File: src/rtl/morse_tx_encoder.sv
// Morse code transmitter: accepts one ASCII character per valid/ready
// handshake and plays it on key_out as dots, dashes and gaps. Every
// duration is a whole number of base units of UNIT_CYCLES clocks.
module morse_tx_encoder #(
    parameter int UNIT_CYCLES = 5000000,
    parameter int CNT_WIDTH   = 23
) (
    input  logic       clk,
    input  logic       rst_n,
    input  logic [7:0] char_in,
    input  logic       char_valid,
    output logic       char_ready,
    output logic       key_out,
    output logic       busy,
    output logic       bad_char
);

    typedef enum logic [2:0] {
        IDLE = 3'd0,
        LOAD = 3'd1,
        MARK = 3'd2,
        GAP  = 3'd3,
        LGAP = 3'd4,
        WGAP = 3'd5
    } state_t;

    localparam logic [CNT_WIDTH-1:0] UNIT_LAST = CNT_WIDTH'(UNIT_CYCLES - 1);

    state_t               state_reg, state_next;
    logic [CNT_WIDTH-1:0] cnt_reg, cnt_next;
    // Whole units still to run in the current state after the one in progress.
    logic [1:0]           unit_left_reg, unit_left_next;
    // Elements (dots/dashes) left, counting the one currently keyed.
    logic [2:0]           elem_left_reg, elem_left_next;
    // Element pattern, current element in bit 4 (1 = dash).
    logic [4:0]           pat_reg, pat_next;
    logic [7:0]           char_reg, char_next;
    logic                 ready_reg, ready_next;
    logic                 key_reg, key_next;
    logic                 busy_reg, busy_next;
    logic                 bad_reg, bad_next;

    logic [7:0]           upper;
    logic [2:0]           entry_len;
    logic [4:0]           entry_pat;
    logic                 unit_end;
    logic                 unit_done;

    // Fold lowercase onto uppercase before the table lookup.
    always_comb begin
        upper = char_reg;
        if ((char_reg >= 8'h61) && (char_reg <= 8'h7A)) begin
            upper = char_reg - 8'h20;
        end
    end

    // Morse table: length 1-5 and left-justified elements; length 0 = unsupported.
    always_comb begin
        entry_len = 3'd0;
        entry_pat = 5'b00000;
        case (upper)
            8'h41: begin entry_len = 3'd2; entry_pat = 5'b01000; end // A .-
            8'h42: begin entry_len = 3'd4; entry_pat = 5'b10000; end // B -...
            8'h43: begin entry_len = 3'd4; entry_pat = 5'b10100; end // C -.-.
            8'h44: begin entry_len = 3'd3; entry_pat = 5'b10000; end // D -..
            8'h45: begin entry_len = 3'd1; entry_pat = 5'b00000; end // E .
            8'h46: begin entry_len = 3'd4; entry_pat = 5'b00100; end // F ..-.
            8'h47: begin entry_len = 3'd3; entry_pat = 5'b11000; end // G --.
            8'h48: begin entry_len = 3'd4; entry_pat = 5'b00000; end // H ....
            8'h49: begin entry_len = 3'd2; entry_pat = 5'b00000; end // I ..
            8'h4A: begin entry_len = 3'd4; entry_pat = 5'b01110; end // J .---
            8'h4B: begin entry_len = 3'd3; entry_pat = 5'b10100; end // K -.-
            8'h4C: begin entry_len = 3'd4; entry_pat = 5'b01000; end // L .-..
            8'h4D: begin entry_len = 3'd2; entry_pat = 5'b11000; end // M --
            8'h4E: begin entry_len = 3'd2; entry_pat = 5'b10000; end // N -.
            8'h4F: begin entry_len = 3'd3; entry_pat = 5'b11100; end // O ---
            8'h50: begin entry_len = 3'd4; entry_pat = 5'b01100; end // P .--.
            8'h51: begin entry_len = 3'd4; entry_pat = 5'b11010; end // Q --.-
            8'h52: begin entry_len = 3'd3; entry_pat = 5'b01000; end // R .-.
            8'h53: begin entry_len = 3'd3; entry_pat = 5'b00000; end // S ...
            8'h54: begin entry_len = 3'd1; entry_pat = 5'b10000; end // T -
            8'h55: begin entry_len = 3'd3; entry_pat = 5'b00100; end // U ..-
            8'h56: begin entry_len = 3'd4; entry_pat = 5'b00010; end // V ...-
            8'h57: begin entry_len = 3'd3; entry_pat = 5'b01100; end // W .--
            8'h58: begin entry_len = 3'd4; entry_pat = 5'b10010; end // X -..-
            8'h59: begin entry_len = 3'd4; entry_pat = 5'b10110; end // Y -.--
            8'h5A: begin entry_len = 3'd4; entry_pat = 5'b11000; end // Z --..
            8'h30: begin entry_len = 3'd5; entry_pat = 5'b11111; end // 0
            8'h31: begin entry_len = 3'd5; entry_pat = 5'b01111; end // 1
            8'h32: begin entry_len = 3'd5; entry_pat = 5'b00111; end // 2
            8'h33: begin entry_len = 3'd5; entry_pat = 5'b00011; end // 3
            8'h34: begin entry_len = 3'd5; entry_pat = 5'b00001; end // 4
            8'h35: begin entry_len = 3'd5; entry_pat = 5'b00000; end // 5
            8'h36: begin entry_len = 3'd5; entry_pat = 5'b10000; end // 6
            8'h37: begin entry_len = 3'd5; entry_pat = 5'b11000; end // 7
            8'h38: begin entry_len = 3'd5; entry_pat = 5'b11100; end // 8
            8'h39: begin entry_len = 3'd5; entry_pat = 5'b11110; end // 9
            default: begin entry_len = 3'd0; entry_pat = 5'b00000; end
        endcase
    end

    // A timed state ends on the last cycle of its last unit.
    assign unit_end  = (cnt_reg == UNIT_LAST);
    assign unit_done = unit_end && (unit_left_reg == 2'd0);

    // Next-state logic, unit timing, and next values of the registered outputs.
    always_comb begin
        state_next     = state_reg;
        cnt_next       = cnt_reg;
        unit_left_next = unit_left_reg;
        elem_left_next = elem_left_reg;
        pat_next       = pat_reg;
        char_next      = char_reg;
        bad_next       = 1'b0;

        if ((state_reg == MARK) || (state_reg == GAP) ||
            (state_reg == LGAP) || (state_reg == WGAP)) begin
            if (unit_end) begin
                cnt_next = '0;
                if (unit_left_reg != 2'd0) begin
                    unit_left_next = unit_left_reg - 2'd1;
                end
            end else begin
                cnt_next = cnt_reg + CNT_WIDTH'(1);
            end
        end

        case (state_reg)
            IDLE: begin
                if (char_valid && ready_reg) begin
                    char_next  = char_in;
                    state_next = LOAD;
                end
            end
            LOAD: begin
                cnt_next = '0;
                if (entry_len != 3'd0) begin
                    state_next     = MARK;
                    pat_next       = entry_pat;
                    elem_left_next = entry_len;
                    unit_left_next = entry_pat[4] ? 2'd2 : 2'd0;
                end else if (char_reg == 8'h20) begin
                    state_next     = WGAP;
                    unit_left_next = 2'd3;
                end else begin
                    state_next = IDLE;
                    bad_next   = 1'b1;
                end
            end
            MARK: begin
                if (unit_done) begin
                    if (elem_left_reg > 3'd1) begin
                        state_next     = GAP;
                        elem_left_next = elem_left_reg - 3'd1;
                        pat_next       = {pat_reg[3:0], 1'b0};
                        unit_left_next = 2'd0;
                    end else begin
                        state_next     = LGAP;
                        unit_left_next = 2'd2;
                    end
                end
            end
            GAP: begin
                if (unit_done) begin
                    state_next     = MARK;
                    unit_left_next = pat_reg[4] ? 2'd2 : 2'd0;
                end
            end
            LGAP, WGAP: begin
                if (unit_done) begin
                    state_next = IDLE;
                end
            end
            default: begin
                state_next = IDLE;
            end
        endcase

        key_next   = (state_next == MARK);
        busy_next  = (state_next != IDLE);
        ready_next = (state_next == IDLE);
    end

    // State, counters and registered outputs; reset clears everything at once.
    always_ff @(posedge clk or negedge rst_n) begin
        if (!rst_n) begin
            state_reg     <= IDLE;
            cnt_reg       <= '0;
            unit_left_reg <= 2'd0;
            elem_left_reg <= 3'd0;
            pat_reg       <= 5'b00000;
            char_reg      <= 8'h00;
            ready_reg     <= 1'b0;
            key_reg       <= 1'b0;
            busy_reg      <= 1'b0;
            bad_reg       <= 1'b0;
        end else begin
            state_reg     <= state_next;
            cnt_reg       <= cnt_next;
            unit_left_reg <= unit_left_next;
            elem_left_reg <= elem_left_next;
            pat_reg       <= pat_next;
            char_reg      <= char_next;
            ready_reg     <= ready_next;
            key_reg       <= key_next;
            busy_reg      <= busy_next;
            bad_reg       <= bad_next;
        end
    end

    assign char_ready = ready_reg;
    assign key_out    = key_reg;
    assign busy       = busy_reg;
    assign bad_char   = bad_reg;

endmodule

File: config.mk
export PLATFORM = sky130hd
export DESIGN_NAME = morse_tx_encoder
export DESIGN_NICKNAME = d
export VERILOG_FILES = /design/src/rtl/morse_tx_encoder.sv
export SDC_FILE = /design/constraint.sdc
export NUM_CORES = 1
export LEC_CHECK = 0
export CAP_MARGIN = 20
export CORE_ASPECT_RATIO = 2
export CORE_MARGIN = 2
export CORE_UTILIZATION = 54
export CTS_BUF_LIST = sky130_fd_sc_hd__clkbuf_4 sky130_fd_sc_hd__clkbuf_8
export DETAILED_ROUTE_END_ITERATION = 10
export GPL_ROUTABILITY_DRIVEN = 0
export PLACE_DENSITY_LB_ADDON = 0.12
export SYNTH_ARGS = -nofsm -noshare
export SYNTH_HDL_FRONTEND = slang
export SYNTH_SLANG_ARGS = --single-unit
File: constraint.sdc
create_clock -name clk -period 8 [get_ports clk]
set_clock_uncertainty 0.2 [all_clocks]
set_input_delay 1.6 -clock clk [delete_from_list [all_inputs] [get_ports clk]]
set_output_delay 1.6 -clock clk [all_outputs]
set_load 0.01 [all_outputs]
# ---- Word-level counts from Yosys, hierarchy flattened
# Memory sizes are Yosys's and may differ from the RTL's.
# Cells that the tools add are included.
dict set report classes {
  n_addsub 4
  muxes 35
  n_eq_ne 11
  reduce_logical 17
  magnitude_cmp 3
}
# op count
set op_table {}
lappend op_table {{two-way mux 23 bit} 3}
lappend op_table {{two-way mux 3 bit} 10}
lappend op_table {{adder 23 x 1 -> 23 bit, second input constant} 1}
lappend op_table {{== test 23 bit, second input constant} 1}
lappend op_table {{two-way mux 2 bit} 10}
lappend op_table {{two-way mux 8 bit} 2}
lappend op_table {{two-way mux 5 bit} 3}
lappend op_table {{case mux 3 bit (5 select lines)} 1}
lappend op_table {{case mux 5 bit (2 select lines)} 1}
lappend op_table {{== test 3 x 2 -> 1 bit, second input constant} 3}
lappend op_table {{== test 8 x 6 -> 1 bit, second input constant} 1}
lappend op_table {{>= comparator 8 x 7 -> 1 bit, second input constant} 1}
lappend op_table {{<= comparator 8 x 7 -> 1 bit, second input constant} 1}
lappend op_table {{subtractor 8 x 6 -> 8 bit, second input constant} 1}
lappend op_table {{== test 3 bit, second input constant} 2}
lappend op_table {{zero test 3 bit} 2}
lappend op_table {{case mux 2 bit (3 select lines)} 1}
lappend op_table {{case mux 3 bit (2 select lines)} 1}
lappend op_table {{nonzero test 2 bit} 3}
lappend op_table {{nonzero test 3 bit} 2}
lappend op_table {{!= test 2 bit, second input constant} 2}
lappend op_table {{AND reduction 4 bit} 1}
lappend op_table {{== test 3 x 1 -> 1 bit, second input constant} 1}
lappend op_table {{greater-than comparator 3 x 1 -> 1 bit, second input constant} 1}
lappend op_table {{9 further kinds} 15}
dict set report totals {
  memories 1
  romBits 1024
  out_inout_bits 4
  register_bits 48
  inputBits 11
}
# memory words width rd rd_clocked_by_memory_dff wr line
set memory_table {}
lappend memory_table {{(no name shown)} 128 8 1 0 0 61} ;# case (upper)

# ---- Logic depth before layout (Yosys ltp)
# Gate-level depths: netlist of the first run.
# An unclocked memory read counts as a cell.
dict set report depth {
  word_depth 9
  mapped_depth 10
}

# ---- Worst setup path after synthesis of the first run
# Ideal clock, no wire load.
dict set report synth_timing {
  kind {input -> register}
  start {input char_valid}
  end {register ready_reg, in the netlist char_ready}
  setup_slack_ps 5171
  arrival_ps 2509
  path_buffers 0
  t_required_ps 7680
  cell_stages 5
  path_cell_list {nand3_1 nor2_1 a2111oi_0 a21o_1 a31o_2}
}
dict set report synth_via {
  elab_chain_len 4
}
# element line
set synth_lines {}
lappend synth_lines {{from (decl)} 11} ;# input logic char_valid,
lappend synth_lines {{logical AND 1 bit} 130} ;# if (char_valid && ready_reg) begin
lappend synth_lines {{two-way mux 3 bit} 130}
lappend synth_lines {{case mux 3 bit (5 select lines)} 128} ;# case (state_reg)
lappend synth_lines {{zero test 3 bit} 181} ;# ready_next = (state_next == IDLE);
lappend synth_lines {{named net ready_next} 38} ;# logic ready_reg, ready_next;
lappend synth_lines {{to (signal assigned)} 204} ;# ready_reg <= ready_next;
lappend synth_lines {{to (decl)} 38}
# The timed path passes the listed nets, and every way through them passes these cells.
# A chain may end at the register's enable or synchronous reset.

# ---- Worst setup path in the final report of the first run
# Ends and elaborated chain as after synthesis.

==> run summary, run 1 <==
vias per cell: 6.42
register area share after synthesis: 0.363
dominant synthesized flop cell: dfrtp_1
Slew headroom: 0.370
root buffer cell: clkbuf_8
Crit path max-delay family: simple AND/OR/NAND/NOR gates
design area: 3580 sq um
die height: 115 um
commonest non-fill, non-tap cell in the layout: dfrtp_1
Routed WL: 8460 um
status: finished clean
Mapped Area: 3300 sq um
initial detailed-routing violation count: 172
worst-margin pin slew: 0.941 ns
Max IR drop VDD: 0.177 mV
Initial DRT Pass Iterations: 4
non-filler cells, final: 462
Worst-Skew Late Latency: 0.31 ns
crit-path cells: clkdlybuf4s50_1 -> nand3_1 -> nor2_1 -> a2111oi_0 -> a21o_1 -> a31o_2
CTS tree: built
initial antenna violation count: 0
Clk pwr share: 0.164
Layout area overhead: 8.29%
Reg-to-Reg Start: char_reg[0]$_DFFE_PN0P_
post-CTS sizing: 0
Hold Path Origin: pat_reg[0]$_DFFE_PN0P_
crit start category: input port
Syn Inst Count: 391
largest net degree at the start of global routing: 49
core area: 5960 sq um
Comb power frac: 0.446
GRT Residual Overflow: 0
Synth cell types: 63
dpl hpwl: 6390 um
achievable frequency: 289 MHz
yosys warns: 0
final hold viol count: 0
Final #Nets: 423
cell row count: 40
CTS clock-pin slew for the worst setup and hold paths: 0.09 ns
#FFs+latches synth: 48
Routed Antenna Nets: 0
I/O Buffers: 14
clk sinks: 48
setup_tns: 0 ns
drt wl/cell: 18.3 um
Post-synth EDFFs: 0
Initial Util: 0.555
# DRC: 0
Tot Pwr: 971 uW
CTS H-tree lvls: 2
Critical Path Source: char_valid
Critical Path AT: 3.47 ns
GRT Overall Usage: 0.266
Antenna diodes: 0
Critical Path Fanout Max: 18
RSZ-0062 raised after global routing: false
fin crit share: 0.433
CP max stage delay: 0.72 ns
PwrDens: 271 nW/um^2
Avg Cell Area, Syn: 8.45 sq um
global-route wire length before repair: 13900 um
CP Data Required Time: 8.01 ns
Post-CTS Setup Bufs: 0
vias in the first global route: 2928
Cell Count Post-Placement: 453
Final Util: 0.601
Post-DP Area: 3460 sq um
worst path bufs/invs: 1
Critical Path Sink Type: flop
P_sw: 437 uW
layout cells sized above 1: 0.0702
CTS Buffer Depth: 2
Leak Pwr: 0.00152 uW
final worst path period need: 3.46 ns
max reg flops: 23
Max Slew Vio Count: 0
num ports: 15
internal power: 534 uW
Hold Crit Class: reg2reg
Max-Cap Viols: 0
kind of critical path: in2reg
TritonCTS Buffers: 5
Max stage delay cell, worst path: nor2_1
Die Wd: 59.3 um
DIE AREA: 6800 sq um
Post-synth ARST share: 1.00
sequential power share: 0.391
vias: 2967
syn nets: 416
# setup viols final: 0
Switching Fraction: 0.450
commonest non-fill, non-tap cells in the layout: 48 x dfrtp_1, 42 x nand2_1, 38 x o21ai_0, 35 x nor2_1, 22 x nand3_1
Post-CTS Hold Buffers: 0
power by group through the flow:
stage                     clock network [uW]  logic (uW)  registers, uW
after floorplan                            0         362            326
after global routing                     172         474            390
after detailed placement                   0         426            381
final                                    159         432            379
after CTS                                162         427            376
after global placement                     0         419            379
final cells by class:
type	count	area (sq um)
clock buffers	7	90.1
clock inverters	1	7.51
fillers	546	2380
inverters	14	52.6
multi-input cells	313	1990
flip-flops and latches	48	1200
well taps	63	78.8
repair buffers	16	163
through the flow:
| stage | hold slack [ns] | setup slack, ns |
|---|---|---|
| CTS | 0.311 | 4.52 |
| global route | 0.325 | 4.33 |
| floorplan | 0.266 | 5.17 |
| detailed placement | 0.292 | 4.18 |
| global placement | 0.282 | 4.23 |
| finish | 0.312 | 4.54 |
worst reg2reg max path, stage by stage, from the launching register on:
cell	delay [ns]
dfrtp_1	0.48
inv_1	0.19
ha_1	0.34
nand2b_1	0.18
a21oi_1	0.38
o31ai_1	0.24
a31o_2	0.29
o211a_1	0.34
o21ai_4	0.29
mux2_4	0.33
cell families after synthesis:
kind of cell	share of synthesized area
DFF	0.363
AOI/OAI and AO/OA	0.228
muxes	0.0299
xor gates and xnor gates	0.0292
buffers and inverters	0.0356
adders and majority gates	0.0530
and+or+nand+nor	0.261
cells in the mapped netlist (8+ instances only):
| library cell | number | area, sq um |
|---|---|---|
| nand4_1 | 8 | 50.1 |
| a31oi_1 | 8 | 50.1 |
| nand3_1 | 22 | 110 |
| nor3_1 | 13 | 65.1 |
| dfrtp_1 | 48 | 1200 |
| o21ai_0 | 38 | 190 |
| a21oi_1 | 17 | 85.1 |
| clkbuf_1 | 11 | 41.3 |
| nand2_1 | 42 | 158 |
| inv_1 | 13 | 48.8 |
| nor2_1 | 35 | 131 |
| ha_1 | 14 | 175 |
per-layer routing:
layer,track usage,up-vias,wire [um]
met1,0.251,1435,2990
met4,0.136,0,324
met3,0.0294,23,155
met2,0.520,63,4990
li1,-,1446,-
met5,0,-,0
worst paths after layout:
check                                               endpoint  slack, ns  depth (start not counted)
min in group asynchronous                     busy$_DFF_PN0_       0.94                          1
worst min-delay path                  pat_reg[0]$_DFFE_PN0P_       0.31                          1
worst max register to register        pat_reg[1]$_DFFE_PN0P_       4.63                          9
worst max-delay path                    char_ready$_DFF_PN0_       4.54                          6
max in group asynchronous       elem_left_reg[1]$_DFFE_PN0P_       6.18                          2
worst min register to register        pat_reg[0]$_DFFE_PN0P_       0.31                          1
Note: power is estimated with default switching activity, not from simulation.
==> inputs of run 2 (changes only) <==
- clock period: 8 -> 3 ns (I/O delays scaled with it)
==> run 2 against run 1 <==
Compared with the run above: core utilization increased by 2.7 points; sequential share of layout area decreased by 1.4 points; combinational power increased to 3.2 times the previous value; largest cell class unchanged.
==> run summary, run 2 (synthesis gave the netlist of run 1 again) <==
# setup viols final: 0 (unchanged)
core area: 5960 sq um (unchanged)
Initial Util: 0.555 (unchanged)
design area: 3740 sq um (+4.5%)
vias: 3090 (+4.1%)
drt wl/cell: 18.2 um (-0.57%)
GRT Overall Usage: 0.283 (+0.0171)
commonest non-fill, non-tap cells in the layout: 47 x dfrtp_1, 42 x nand2_1, 38 x o21ai_0, 35 x nor2_1, 24 x buf_4
status: finished clean
Final Util: 0.628 (+0.0273)
Slew headroom: 0.641 (+0.271)
Final #Nets: 445 (+5.2%)
Max-Cap Viols: 0 (unchanged)
initial detailed-routing violation count: 197 (+15%)
max reg flops: 23 (unchanged)
cell row count: 40 (unchanged)
CP max stage delay: 0.45 ns (-0.27 ns)
RSZ-0062 raised after global routing: false
# DRC: 0 (unchanged)
CTS tree: built
final hold viol count: 0 (unchanged)
Critical Path AT: 2.91 ns (-0.56 ns)
worst-margin pin slew: 0.524 ns (-0.417 ns)
Antenna diodes: 0 (unchanged)
Post-CTS Setup Bufs: 0 (unchanged)
layout cells sized above 1: 0.126 (+0.0557)
CP Data Required Time: 3.05 ns (-4.96 ns)
I/O Buffers: 14 (unchanged)
Die Wd: 59.3 um (unchanged)
Routed WL: 8810 um (+4.2%)
CTS H-tree lvls: 2 (unchanged)
Max IR drop VDD: 0.693 mV (+290%)
Crit path max-delay family: compound AO/OA/AOI/OAI gates
achievable frequency: 350 MHz
Max stage delay cell, worst path: dfrtp_2
CTS Buffer Depth: 2 (unchanged)
kind of critical path: reg2reg
Hold Crit Class: in2async
GRT Residual Overflow: 0 (unchanged)
Routed Antenna Nets: 0 (unchanged)
vias per cell: 6.38 (-0.59%)
Worst-Skew Late Latency: 0.31 ns (about the same)
crit start category: flop
Filler cells: 525 (-3.8%)
crit-path cells: inv_1 -> ha_1 -> nor2_1 -> and3_1 -> o31a_1 -> a2111oi_0 -> a21oi_1 -> o311ai_0 -> o311a_1
fin crit share: 0.952
Post-DP Area: 3630 sq um (+5.0%)
largest net degree at the start of global routing: 27 (-45%)
clk sinks: 48 (unchanged)
global-route wire length before repair: 14600 um (+5.2%)
Max Slew Vio Count: 0 (unchanged)
CTS clock-pin slew for the worst setup and hold paths: 0.09 ns (about the same)
vias in the first global route: 3133 (+7.0%)
Critical Path Fanout Max: 6 (-12)
commonest non-fill, non-tap cell in the layout: dfrtp_1
Leak Pwr: 0.00163 uW (+7.0%)
num ports: 15 (unchanged)
worst path bufs/invs: 1 (unchanged)
TritonCTS Buffers: 5 (unchanged)
initial antenna violation count: 0 (unchanged)
dpl hpwl: 7000 um (+9.5%)
root buffer cell: clkbuf_8
die height: 115 um (unchanged)
setup_tns: 0 ns (unchanged)
PwrDens: 733 nW/um^2 (+170%)
final worst path period need: 2.85 ns
Critical Path Sink Type: flop
post-CTS sizing: 0 (unchanged)
DIE AREA: 6800 sq um (unchanged)
Layout area overhead: 13.2%
Post-CTS Hold Buffers: 0 (unchanged)
Initial DRT Pass Iterations: 4 (unchanged)
==> run 2: cell count changes in the layout (fill, tap and decap cells not counted) <==
cell / delta
buf_4: +23
a21oi_1: -1
a21oi_2: +1
buf_12: -1
clkbuf_4: +1
clkinvlp_4: -1
dfrtp_1: -1
dfrtp_2: +1
o31ai_1: -1
o31ai_2: +1
==> run 2: where the power goes <==
| group | total (uW) | switching, uW | leakage (uW) | internal (uW) |
|---|---|---|---|---|
| Sequential | 931 | 165 | 0.000625 | 766 |
| Clock | 415 | 209 | 0.0000523 | 206 |
| Combinational | 1400 | 816 | 0.000949 | 580 |
| Total | 2740 | 1190 | 0.00163 | 1550 |
==> run 2: cell type report <==
type / count / area, sq um / area share
clock buffers: 8 / 97.6 / 0.0261
inverters: 14 / 52.6 / 0.0140
multi-input cells: 313 / 1990 / 0.533
flip-flops and latches: 48 / 1200 / 0.321
well taps: 63 / 78.8 / 0.0211
repair buffers: 38 / 315 / 0.0843
==> run 2: path summary, 6_finish.rpt <==
check,startpoint,endpoint,slack [ns],cells past startpoint
max in group asynchronous,rst_n,pat_reg[3]$_DFFE_PN0P_,2.26,2
setup / recovery,char_reg[1]$_DFFE_PN0P_,pat_reg[2]$_DFFE_PN0P_,0.15,9
hold / removal,rst_n,cnt_reg[17]$_DFFE_PN0P_,0.07,2
min in group clk,pat_reg[0]$_DFFE_PN0P_,pat_reg[0]$_DFFE_PN0P_,0.31,1
hold reg to reg,pat_reg[0]$_DFFE_PN0P_,pat_reg[0]$_DFFE_PN0P_,0.31,1
setup reg to reg,char_reg[1]$_DFFE_PN0P_,pat_reg[2]$_DFFE_PN0P_,0.15,9
==> run 2: layer usage <==
metal  vias up  global-route usage  part of all wire
li1       1498                   -                 -
met1      1466               0.253              0.33
met2        90               0.548              0.60
met3        36              0.0350             0.025
met4         0               0.182             0.049
met5         -                   0                 0
==> run 2: through the flow <==
step,std cells,hold slack (ns),setup WS (ns),power (uW)
2_1_floorplan,391,0.104,0.207,1830
3_3_place_gp,476,0.284,0.206,2270
3_5_place_dp,476,0.296,0.127,2300
4_1_cts,484,0.0715,0.107,2720
5_1_grt,484,0.0912,0.00148,2940
6_report,484,0.0740,0.145,2740
==> inputs of run 3 (changes only) <==
- CELL_PAD_IN_SITES_DETAIL_PLACEMENT: not set -> 0
- CELL_PAD_IN_SITES_GLOBAL_PLACEMENT: not set -> 2
- CORE_UTILIZATION: 54 -> 42
- clock period: 3 -> 3.5 ns (I/O delays scaled with it)
==> run 3 against run 2 <==
Compared with the run above: setup slack improved by 0.15 ns; count of clock-buffer cells in the layout decreased by 2; cell area shrank 1.7%; critical path depth is the same; register-to-register slack better by 0.15 ns; sequential cell count stayed put; hold slack improved by 0.093 ns; final cell count is 3.5% higher; routed wire length is 10% higher; core utilization down 14 points; clock power is 1% higher; critical path type unchanged; critical endpoint is now pat_reg[1]$_DFFE_PN0P_; largest cell class unchanged.
==> run summary, run 3 (synthesis gave the netlist of run 1 again) <==
Filler cells: 784 (+49%)
Max stage delay cell, worst path: o31ai_2
Worst-Skew Late Latency: 0.32 ns (about the same)
CTS Buffer Depth: 2 (unchanged)
GRT Overall Usage: 0.248 (-0.0352)
Post-CTS Setup Bufs: 0 (unchanged)
initial detailed-routing violation count: 190 (-3.6%)
Slew headroom: 0.590 (-0.0509)
Max IR drop VDD: 0.415 mV (-40%)
setup_tns: 0 ns (unchanged)
# DRC: 0 (unchanged)
Max Slew Vio Count: 0 (unchanged)
clk sinks: 48 (unchanged)
Hold Crit Class: in2async
max reg flops: 23 (unchanged)
I/O Buffers: 14 (unchanged)
status: finished clean
Leak Pwr: 0.00156 uW (-3.8%)
Routed Antenna Nets: 0 (unchanged)
Critical Path Sink Type: flop
crit start category: flop
final worst path period need: 3.20 ns (+0.346 ns)
Critical Path AT: 3.20 ns (+0.29 ns)
fin crit share: 0.915 (-0.0370)
met3 wire length: 176 um (-19%)
Max-Cap Viols: 0 (unchanged)
global-route wire length before repair: 16100 um (+10%)
post-CTS sizing: 0 (unchanged)
top sig layer: met4
Initial Util: 0.435 (-0.120)
non-filler cells, final: 501 (+3.5%)
crit-path cells: inv_1 -> ha_1 -> nand2b_1 -> a21oi_1 -> o31ai_2 -> a211oi_1 -> o211a_1 -> o21ai_4 -> mux2_4
drt wl/cell: 19.4 um (+6.6%)
Routed WL: 9720 um (+10%)
TritonCTS Buffers: 5 (unchanged)
root buffer cell: clkbuf_8
Final #Nets: 431 (-3.1%)
CP Data Required Time: 3.50 ns (+0.45 ns)
vias: 3058 (-1.0%)
Tot Pwr: 2360 uW (-14%)
Antenna diodes: 0 (unchanged)
layout cells sized above 1: 0.0885 (-0.0374)
GRT Residual Overflow: 0 (unchanged)
achievable frequency: 312 MHz (-11%)
vias in the first global route: 3177 (+1.4%)
# setup viols final: 0 (unchanged)
cell row count: 45 (+13%)
Initial DRT Pass Iterations: 4 (unchanged)
RSZ-0062 raised after global routing: false
commonest non-fill, non-tap cell in the layout: dfrtp_1
core area: 7600 sq um (+28%)
commonest non-fill, non-tap cells in the layout: 48 x dfrtp_1, 42 x nand2_1, 38 x o21ai_0, 35 x nor2_1, 22 x nand3_1
Die Wd: 66.7 um (+12%)
met2 wire length: 5790 um (+10%)
num ports: 15 (unchanged)
Critical Path Fanout Max: 8 (+2)
final hold slack: 0.167 ns (+0.0929 ns)
Layout area overhead: 11.3%
CTS clock-pin slew for the worst setup and hold paths: 0.10 ns (about the same)
PwrDens: 642 nW/um^2 (-12%)
dpl hpwl: 7670 um (+9.5%)
CTS H-tree lvls: 2 (unchanged)
initial antenna violation count: 0 (unchanged)
largest net degree at the start of global routing: 25 (-7.4%)
Cell Count Post-Placement: 493 (+3.6%)
kind of critical path: reg2reg
DRT met1 WL: 3210 um (+10%)
Final Util: 0.484 (-0.144)
CP max stage delay: 0.56 ns (+0.11 ns)
final hold viol count: 0 (unchanged)
Post-CTS Hold Buffers: 0 (unchanged)
die height: 129 um (+13%)
DIE AREA: 8640 sq um (+27%)
CTS tree: built
vias per cell: 6.10 (-4.4%)
worst-margin pin slew: 0.607 ns (+0.0823 ns)
run 3: layer usage:
metal,track usage,vias up
met1,0.223,1479
li1,-,1472
met3,0.0252,39
met2,0.499,68
met4,0.145,0
met5,0,-
run 3: path summary, 6_finish.rpt:
| path | start | end | cells past startpoint | slack, ns |
|---|---|---|---|---|
| min in group clk | cnt_reg[1]$_DFFE_PN0P_ | cnt_reg[1]$_DFFE_PN0P_ | 2 | 0.32 |
| worst max register to register | char_reg[0]$_DFFE_PN0P_ | pat_reg[1]$_DFFE_PN0P_ | 9 | 0.30 |
| worst min register to register | cnt_reg[1]$_DFFE_PN0P_ | cnt_reg[1]$_DFFE_PN0P_ | 2 | 0.32 |
| worst max-delay path | char_reg[0]$_DFFE_PN0P_ | pat_reg[1]$_DFFE_PN0P_ | 9 | 0.30 |
| worst min-delay path | rst_n | cnt_reg[16]$_DFFE_PN0P_ | 1 | 0.17 |
| max in group asynchronous | rst_n | char_reg[0]$_DFFE_PN0P_ | 2 | 2.31 |
run 3: metrics by stage:
stage                     area, sq um  setup slack, ns
after detailed placement         3570            0.328
final                            3680            0.299
after floorplan                  3300            0.707
after global routing             3680           0.0196
after CTS                        3680            0.296
after global placement           3570            0.308
run 3: cell type report:
class | count | area, sq um | area share
sequential | 48 | 1200 | 0.327
multi-input combinational | 313 | 1990 | 0.540
tap | 94 | 118 | 0.0320
clock inverter | 2 | 35.0 | 0.00952
inverter | 14 | 52.6 | 0.0143
clock buffer | 6 | 76.3 | 0.0207
timing repair buffer | 24 | 210 | 0.0571
run 3: critical path, delay by kind of cell, from the launching register on:
| family | cells | cell delay, ns |
|---|---|---|
| buffers and inverters | 1 | 0.21 |
| muxes | 1 | 0.33 |
| AOI/OAI and AO/OA | 5 | 1.48 |
| DFF | 1 | 0.45 |
| adders and majority gates | 1 | 0.29 |
| and+or+nand+nor | 1 | 0.13 |
run 3: power by group:
| group | total, uW | switching (uW) | internal (uW) |
|---|---|---|---|
| Clock | 419 | 199 | 220 |
| Sequential | 791 | 136 | 655 |
| Combinational | 1150 | 721 | 431 |
